File: src/rtl/rgb_pkg.sv
`default_nettype none
// ============================================================================
// Module : rgb_pkg
// Brief  : Shared types and constants for the RGB command path: FSM state
//          encoding, frame constants and the rgb_t colour triple used by both
//          the parser and the PWM stage.
//          RGB_CMD_CHECKSUM_EN adds the checksum state and a 5-byte frame.
// Rev    : 1.0  initial release
// ============================================================================
package rgb_pkg;

  localparam logic [7:0] SYNC_BYTE_DEF = 8'hAA;

`ifdef RGB_CMD_CHECKSUM_EN
  localparam int FRAME_LEN = 5;  // SYNC, R, G, B, CS
`else
  localparam int FRAME_LEN = 4;  // SYNC, R, G, B
`endif

  typedef enum logic [2:0] {
    ST_IDLE  = 3'd0,
    ST_GET_R = 3'd1,
    ST_GET_G = 3'd2,
    ST_GET_B = 3'd3
`ifdef RGB_CMD_CHECKSUM_EN
    ,
    ST_GET_CS = 3'd4
`endif
  } rgb_state_t;

  typedef struct packed {
    logic [7:0] r;
    logic [7:0] g;
    logic [7:0] b;
  } rgb_t;

  // Frame checksum: XOR of the three colour bytes.
  function automatic logic [7:0] rgb_csum(input rgb_t c);
    return c.r ^ c.g ^ c.b;
  endfunction

endpackage
`default_nettype wire

File: src/rtl/rgb_timeout_cnt.sv
`default_nettype none
// ============================================================================
// Module : rgb_timeout_cnt
// Brief  : Inter-byte watchdog. Clears on clr, counts while en, and flags
//          expiry once the count reaches TIMEOUT_CYC-1. Holds at the limit
//          until cleared.
// Rev    : 1.0  initial release
// ============================================================================
module rgb_timeout_cnt
  import rgb_pkg::*;
#(
  parameter int TIMEOUT_CYC = 15600
) (
  input  logic clk,
  input  logic rst,
  input  logic clr,
  input  logic en,
  output logic expired
);

  localparam int CNT_W = $clog2(TIMEOUT_CYC + 1);
  localparam logic [CNT_W-1:0] CNT_LAST = CNT_W'(TIMEOUT_CYC - 1);

  logic [CNT_W-1:0] cnt_q;
  logic [CNT_W-1:0] cnt_d;

  // Next count: clear wins, otherwise count up while enabled and hold at the limit.
  always_comb begin
    cnt_d = cnt_q;
    if (clr) begin
      cnt_d = '0;
    end else if (en && (cnt_q != CNT_LAST)) begin
      cnt_d = cnt_q + 1'b1;
    end
  end

  // Count register with synchronous reset.
  always_ff @(posedge clk) begin
    if (rst) begin
      cnt_q <= '0;
    end else begin
      cnt_q <= cnt_d;
    end
  end

  assign expired = en && (cnt_q == CNT_LAST);

endmodule
`default_nettype wire

File: src/rtl/rgb_cmd_parser.sv
`default_nettype none
// ============================================================================
// Module : rgb_cmd_parser
// Brief  : Assembles UART bytes into RGB frames, validates them and presents
//          latched 8-bit duty values plus a one-cycle update strobe. Stalled
//          (and, with RGB_CMD_CHECKSUM_EN, bad-checksum) frames are discarded,
//          flagged on frame_err and counted in a saturating err_cnt.
//          Macro RGB_CMD_CHECKSUM_EN: 5-byte frame with XOR checksum byte.
// Rev    : 1.0  initial release
// ============================================================================
module rgb_cmd_parser
  import rgb_pkg::*;
#(
  parameter int         CLK_HZ      = 100_000_000,
  parameter int         BIT_RATE    = 256000,
  parameter logic [7:0] SYNC_BYTE   = SYNC_BYTE_DEF,
  parameter int         TIMEOUT_CYC = (CLK_HZ / BIT_RATE) * 10 * 4
) (
  input  logic       clk,
  input  logic       rst,
  input  logic [7:0] rx_data,
  input  logic       rx_valid,
  output logic [7:0] duty_r,
  output logic [7:0] duty_g,
  output logic [7:0] duty_b,
  output logic       upd,
  output logic       frame_err,
  output logic [7:0] err_cnt
);

  rgb_state_t state_q, state_d;
  rgb_t       shadow_q, shadow_d;
  rgb_t       duty_q, duty_d;
  logic       upd_q, upd_d;
  logic       frame_err_q, frame_err_d;
  logic [7:0] err_cnt_q, err_cnt_d;

  logic tmo_clr;
  logic tmo_en;
  logic tmo_expired;

  // Watchdog only runs mid-frame; any consumed byte restarts it.
  assign tmo_en  = (state_q != ST_IDLE);
  assign tmo_clr = rx_valid || (state_q == ST_IDLE);

  rgb_timeout_cnt #(
    .TIMEOUT_CYC (TIMEOUT_CYC)
  ) u_tmo (
    .clk     (clk),
    .rst     (rst),
    .clr     (tmo_clr),
    .en      (tmo_en),
    .expired (tmo_expired)
  );

  // Frame FSM: byte capture, commit/discard decisions and error counting.
  // A byte on the expiry cycle takes priority over the timeout.
  always_comb begin
    state_d     = state_q;
    shadow_d    = shadow_q;
    duty_d      = duty_q;
    upd_d       = 1'b0;
    frame_err_d = 1'b0;
    err_cnt_d   = err_cnt_q;

    if (rx_valid) begin
      case (state_q)
        ST_IDLE: begin
          if (rx_data == SYNC_BYTE) begin
            state_d = ST_GET_R;
          end
        end
        ST_GET_R: begin
          shadow_d.r = rx_data;
          state_d    = ST_GET_G;
        end
        ST_GET_G: begin
          shadow_d.g = rx_data;
          state_d    = ST_GET_B;
        end
        ST_GET_B: begin
          shadow_d.b = rx_data;
`ifdef RGB_CMD_CHECKSUM_EN
          state_d    = ST_GET_CS;
`else
          duty_d     = shadow_d;
          upd_d      = 1'b1;
          state_d    = ST_IDLE;
`endif
        end
`ifdef RGB_CMD_CHECKSUM_EN
        ST_GET_CS: begin
          if (rx_data == rgb_csum(shadow_q)) begin
            duty_d = shadow_q;
            upd_d  = 1'b1;
          end else begin
            frame_err_d = 1'b1;
            if (err_cnt_q != 8'hFF) begin
              err_cnt_d = err_cnt_q + 8'd1;
            end
          end
          state_d = ST_IDLE;
        end
`endif
        default: begin
          state_d = ST_IDLE;
        end
      endcase
    end else if (tmo_expired) begin
      frame_err_d = 1'b1;
      if (err_cnt_q != 8'hFF) begin
        err_cnt_d = err_cnt_q + 8'd1;
      end
      state_d = ST_IDLE;
    end
  end

  // State and output registers; reset drops any partial frame without counting it.
  always_ff @(posedge clk) begin
    if (rst) begin
      state_q     <= ST_IDLE;
      shadow_q    <= '0;
      duty_q      <= '0;
      upd_q       <= 1'b0;
      frame_err_q <= 1'b0;
      err_cnt_q   <= 8'd0;
    end else begin
      state_q     <= state_d;
      shadow_q    <= shadow_d;
      duty_q      <= duty_d;
      upd_q       <= upd_d;
      frame_err_q <= frame_err_d;
      err_cnt_q   <= err_cnt_d;
    end
  end

  assign duty_r    = duty_q.r;
  assign duty_g    = duty_q.g;
  assign duty_b    = duty_q.b;
  assign upd       = upd_q;
  assign frame_err = frame_err_q;
  assign err_cnt   = err_cnt_q;

endmodule
`default_nettype wire

File: config.mk
export PLATFORM = sky130hd
export DESIGN_NAME = rgb_cmd_parser
export DESIGN_NICKNAME = d
export VERILOG_FILES = /design/src/rtl/rgb_pkg.sv /design/src/rtl/rgb_timeout_cnt.sv /design/src/rtl/rgb_cmd_parser.sv
export SDC_FILE = /design/constraint.sdc
export NUM_CORES = 1
export LEC_CHECK = 0
export CELL_PAD_IN_SITES_DETAIL_PLACEMENT = 0
export CELL_PAD_IN_SITES_GLOBAL_PLACEMENT = 1
export CORE_MARGIN = 2
export CORE_UTILIZATION = 41
export CTS_BUF_LIST = sky130_fd_sc_hd__clkbuf_4
export CTS_CLUSTER_DIAMETER = 200
export DETAILED_ROUTE_END_ITERATION = 10
export PLACE_DENSITY_LB_ADDON = 0.1
export SETUP_SLACK_MARGIN = 0.2
export SKIP_CTS_REPAIR_TIMING = 1
export SLEW_MARGIN = 20
export SYNTH_ARGS = -nofsm -noshare
export SYNTH_HDL_FRONTEND = slang
export SYNTH_SLANG_ARGS = --single-unit
File: constraint.sdc
create_clock -name clk -period 2.4 [get_ports clk]
set_input_delay 0.48 -clock clk [delete_from_list [all_inputs] [get_ports clk]]
set_output_delay 0.48 -clock clk [all_outputs]
set_load 0.02 [all_outputs]
==> flow_metrics.env <==
export IMPL_top_usage_layer="met2"
export IMPL_worst_slack_ps=331
export IMPL_worst_hold_slack_ps=455
export IMPL_met1_usage=0.255
export IMPL_yosys_top_cells_count="79 x nand2_1, 66 x dfxtp_1, 58 x a21oi_1"
export IMPL_instances_no_fill=464
export IMPL_placedCellCount=448
export IMPL_switching_share=0.220
export IMPL_cts_max_level=3
export IMPL_routabilityCongestion=0.779
export IMPL_cp_arrival_ps=2390
export IMPL_clkPwrFrac=0.394
export IMPL_nNetsFinal=399
export IMPL_synthCells=340
export IMPL_grt_overflow=0
export IMPL_combPwrFrac=0.029
export IMPL_hold_violations=0
export IMPL_ys_seq_area_frac=0.476
export IMPL_antenna_found_initial=0
export IMPL_dr_pass1_iters=4
export IMPL_crit_type="flip-flop to flip-flop"
export IMPL_ios=45
export IMPL_hpwl_mm=4.41
export IMPL_initial_core_util=0.430
export IMPL_viasPerCell=5.43
export IMPL_drtIter0Drc=117
export IMPL_ys_flop_type="dfxtp_1"
export IMPL_syn_area_um2=2780
export IMPL_routed_wl_mm=6.54
export IMPL_io_buffers=44
export IMPL_final_antenna_net_count=0
export IMPL_cpMaxStageDelayCell="or3_4"
export IMPL_rsz0062_at_grt="true"
export IMPL_seq_power_share=0.577
export IMPL_period_minus_slack_ps=2070
export IMPL_skew_ps=8.08
export IMPL_start_kind="flip-flop"
export IMPL_path_buf_inv=1
export IMPL_worst_slew_pin_transition_ps=560
export IMPL_yosys_cell_types_count=38
export IMPL_ys_ff_latch=66
export IMPL_num_antenna_cells=0
export IMPL_intPower_mw=1.48
export IMPL_finalPower_mw=1.90
export IMPL_maxSlewViolCount=0
export IMPL_yosysMostFrequentCell="nand2_1"
export IMPL_p_leak_nw=1.09
export IMPL_async_reset_ff_frac=0
export IMPL_regArea_um2=1320
export IMPL_cts_sinks=66
export IMPL_root_buffer="clkbuf_4"
export IMPL_fmax_ghz=0.483
export IMPL_fp_coreArea_um2=6460
export IMPL_synthToLayoutAreaGrowth_pct=24.0
export IMPL_cts_buffers=9
export IMPL_synthTopCellsByArea="dfxtp_1 48%, nand2_1 11%, a21oi_1 10%"
export IMPL_cp_max_fo=15
export IMPL_die_area_um2=7450
export IMPL_setup_viol=0
export IMPL_drc=0
export IMPL_yosysTopAreaCellShare=0.476
export IMPL_cp_slowest_stage_delay_ps=490
export IMPL_relSlewSlack=0.626
export IMPL_drive_gt1_frac=0.0853
export IMPL_rows=29
export IMPL_die_height_um=86.3
export IMPL_switchingPower_uw=417
export IMPL_fin_tns_setup_ps=0
export IMPL_peakVddDrop_mv=0.312
export IMPL_yosysWarnings=0
export IMPL_synth_nets=357
export IMPL_grt_max_degree=53
export IMPL_cts_buffer_depth=2
export IMPL_nFillCells=669
export IMPL_fp_dieW_um=86.3
export IMPL_track_usage=0.187
export IMPL_synth_edff_count=0
export IMPL_wl_per_cell_um=14.1
export IMPL_place_ws_ps=285
export IMPL_power_density_nw_per_um2=551
export IMPL_synth_area_per_cell_um2=8.17
export IMPL_num_vias=2519
export IMPL_status="completed"
export IMPL_worstSkewPairLatency_ps=400
export IMPL_grt_use_met3=0.0590
export IMPL_cts_tree="done"
export IMPL_grt_pass1_wl_mm=11.1
export IMPL_cap_viol_max_count=0
export IMPL_grt_use_met2=0.289
export IMPL_hold_class="flip-flop to flip-flop"
export IMPL_endpoint_kind="flip-flop"
export IMPL_crit_chain="inv_1 > ha_1 > or3_4 > or4_1 > a21oi_1"
export IMPL_final_period_utilization=0.862
export IMPL_grt_pass1_vias=2306
export IMPL_critPathRequiredTime_ps=2720
export IMPL_path_clk_slew_ps=110
export IMPL_yosys_area_top_type="dfxtp_1"
export IMPL_crit_family="simple AND/OR/NAND/NOR gates"
export IMPL_multiInputGateArea_um2=1350
power groups by stage:
stage / combinational, mW / clock [mW] / sequential, mW
2_1_floorplan: 0.0198 / 0 / 1.12
5_1_grt: 0.0585 / 0.811 / 1.10
4_1_cts: 0.0545 / 0.761 / 1.10
3_5_place_dp: 0.0542 / 0 / 1.12
3_3_place_gp: 0.0547 / 0 / 1.12
6_report: 0.0545 / 0.747 / 1.10
layer usage:
metal	part of all wire	wire [µm]
met3	0.044	291
met5	0	0
met4	0.010	68
met2	0.46	3010
met1	0.49	3170
per-stage QoR:
stage	cell area, µm²	util
5_1_grt	3440	0.533
2_1_floorplan	2780	-
4_1_cts	3430	0.531
3_3_place_gp	3290	0.510
6_report	3440	0.533
3_5_place_dp	3290	0.510
worst min-delay path, delay by kind of cell, from the launching register on:
kind | cells | cell delay (ps)
AO/OA/AOI/OAI | 1 | 50
flip-flops | 1 | 330
AND/OR/NAND/NOR | 1 | 50
sequential cells by signal (all words and copies together) (netlist names):
signal       flops
upd              1
duty_r           8
frame_err        1
state_q          2
err_cnt          8
u_tmo.cnt_q     14
shadow_q        16
duty_g           8
duty_b           8
final timing paths:
kind	from	to	slack, ps	depth (start not counted)
worst max-delay path	state_q[0]$_SDFFE_PP0P_	u_tmo.cnt_q[7]$_SDFFE_PP0P_	330	5
worst min-delay path	shadow_q[23]$_SDFFE_PP0P_	duty_r[7]$_SDFFE_PP0P_	450	2
worst max register to register	state_q[0]$_SDFFE_PP0P_	u_tmo.cnt_q[7]$_SDFFE_PP0P_	330	5
worst min register to register	shadow_q[23]$_SDFFE_PP0P_	duty_r[7]$_SDFFE_PP0P_	450	2
cells by family (layout without fill, tap and decap cells):
family / after synthesis / in the layout / synth area share
and+or+nand+nor: 151 / 151 / 0.274
AOI/OAI and AO/OA: 81 / 81 / 0.163
buffers and inverters: 31 / 78 / 0.0437
xor gates and xnor gates: 5 / 5 / 0.0158
adders and majority gates: 6 / 6 / 0.0270
DFF: 66 / 66 / 0.476
layout make-up:
cell class / count / share of cell area
Multi-Input combinational cell: 243 / 0.391
Sequential cell: 66 / 0.384
Timing Repair Buffer: 54 / 0.148
Clock buffer: 13 / 0.0283
Tap cell: 77 / 0.0280
Clock inverter: 3 / 0.0116
Inverter: 8 / 0.00872
cells in the final DEF, fill, tap and decap left out, types with 2 or more instances in the layout:
cell type,n
and2_1,3
nand2_1,79
nor2_1,8
nand4_1,8
inv_1,8
and3_1,3
o31ai_1,11
or4_1,11
o21ai_0,5
nor4bb_1,3
xnor2_1,3
ha_1,6
xor2_1,2
clkbuf_4,13
or3_1,4
nand3b_1,2
buf_4,10
clkdlybuf4s50_1,43
and4_1,3
dfxtp_1,66
nand3_1,16
a21oi_1,58
clkinv_2,2
Note: power is estimated with default switching activity, not from simulation.
==> variant (same flow settings) <==
Build with the macro `RGB_CMD_CHECKSUM_EN` defined.
--- a/src/rtl/rgb_pkg.sv
+++ b/src/rtl/rgb_pkg.sv
@@ -9,2 +9,4 @@
 // ============================================================================
+`define RGB_CMD_CHECKSUM_EN
+
 package rgb_pkg;
Function: changed (a bounded check fails within 10 cycles, from zero or initial values and one cycle with rst high).
==> variant against the unedited design <==
  * Area after synthesis grew 16%
  * Wire length increased by 8.2%
  * Final area up 19%
  * Total power up 17%
  * Worst setup slack got worse by 0.11 ns
  * Global-route usage fell by 0.99 points
  * Sequential cell count is 9 higher
  * Largest cell class unchanged
==> variant: results (changes against the unedited design) <==
Cells and area
  • Post-route cell area: 4100 µm² (+19%)
  • Share of cells above drive strength 1: 12.5% (+4.0 points)
  • Fin nets: 439 (+10%)
  • Top flop regs: shadow_q (24), u_tmo.cnt_q (14)
  • Fillers: 764 (+14%)

Critical path
  • Arr. time, crit path: 2.53 ns (+0.14 ns)
  • Critical Path Fanout Max: 8 (-7)

Run status
  • Outcome: completed

Global route
  • All-Layer GR Usage: 17.7% (-0.99 points)
  • GR Util met3: 3.25% (-2.7 points)
  • Initial antenna violation count: 0 (unchanged)
  • Largest net degree at the start of global routing: 53 (unchanged)
  • Met1 usage: 24.3% (-1.1 points)
  • First-pass GRT wire length: 12100 µm (+9.6%)
  • Global Route met2 Usage: 27.2% (-1.7 points)
  • Vias in the first global route: 2523 (+9.4%)

Detailed routing
  • Via Count: 2646 (+5.0%)
  • Metal2 WL: 3100 µm (+2.9%)
  • Drt total wl: 7080 µm (+8.2%)
  • First drt pass iteration count: 4 (unchanged)
  • WL/cell: 13.3 µm (-5.8%)
  • Initial DRC count: 88 (-25%)
  • Wl on met1: 3660 µm (+15%)
  • Met3 routed WL: 234 µm (-20%)

Placed design
  • Port bufs: 44 (unchanged)
  • Dpl cells: 516 (+15%)
  • HPWL after detailed placement: 4840 µm (+9.6%)
  • Dpl ws: -0.301 ns (-0.586 ns)
  • Placed Area: 3900 µm² (+18%)
  • Final GP Congestion: 0.808 (+3.8%)

Worst hold path
  • HP Class: in2reg

Power
  • Internal power: 1.72 mW (+16%)
  • Static Leakage: 1.65 nW (+51%)
  • Peak VDD IR: 0.197 mV (-37%)

STA
  • Slew @ Worst Pin: 0.652 ns (+0.0914 ns)
  • Fin Clk Skew: 0.0165 ns (+0.00844 ns)

Clocking
  • Cts bufs inserted: 9 (unchanged)
  • Clock Tree Buf Depth: 2 (unchanged)

Yosys
  • Unique cell type count in the Yosys netlist: 42 (+11%)
  • Ys async rst share: 0% (unchanged)
  • Post-synthesis sequential area ratio: 46.5% (-1.1 points)
  • Post-synth top cells: dfxtp_1 (75), nand2_1 (60), nor2_1 (48)
  • Syn avg cell area: 8.90 µm² (+9.0%)
  • Mapped Nets: 376 (+5.3%)
  • Top post-synthesis cells by area: dfxtp_1 (46%), mux2i_1 (7.7%), nand2_1 (7.0%)
variant: cell types whose count changed in the layout (fill, tap and decap cells not counted), moves of 15 or more:
cell and delta:
mux2i_1 +25, buf_4 +15, a21oi_1 -27, nand2_1 -19, xnor2_1 +17, nor2_1 +40
variant: kinds of logic after synthesis:
| group | count (synthesis) | synth area share, % |
|---|---|---|
| AO/OA/AOI/OAI | 42 | 7.13 |
| AND/OR/NAND/NOR | 162 | 24.7 |
| adder cells (fa/ha/maj) | 2 | 0.774 |
| XOR/XNOR | 37 | 10.0 |
| buffers and inverters | 18 | 2.44 |
| multiplexers | 27 | 8.44 |
| flip-flops | 75 | 46.5 |
variant: layout make-up:
class	count	share of cell area [%]
Clock buffer	10	1.83
Clock inverter	6	2.17
Inverter	1	0.0915
Multi-Input combinational cell	270	40.8
Sequential cell	75	36.6
Tap cell	102	3.11
Timing Repair Buffer	69	15.4
variant: worst max-delay path, stage by stage:
cell and delay (ns):
clkdlybuf4s50_1 0.50, xor2_1 0.19, xnor2_1 0.19, nor4_2 0.09
and3_2 0.26, buf_4 0.17, or4_1 0.51, a21oi_1 0.14
variant: power by group through the flow:
stage                     logic (mW)  clock network, mW  registers [mW]
after global placement        0.0848                  0            1.27
after CTS                     0.0851              0.920            1.25
after floorplan               0.0369                  0            1.27
after detailed placement      0.0846                  0            1.27
final                         0.0851              0.889            1.24
after global routing          0.0928              0.973            1.25
variant: final timing paths:
path	start	end	slack, ns	cells past startpoint
max	rx_data[6]	err_cnt[5]$_SDFFE_PP0P_	0.22	8
min	rst	err_cnt[6]$_SDFFE_PP0P_	0.39	2
max reg2reg	shadow_q[19]$_SDFFE_PP0P_	err_cnt[5]$_SDFFE_PP0P_	0.30	8
min reg2reg	shadow_q[5]$_SDFFE_PP0P_	shadow_q[5]$_SDFFE_PP0P_	0.49	2
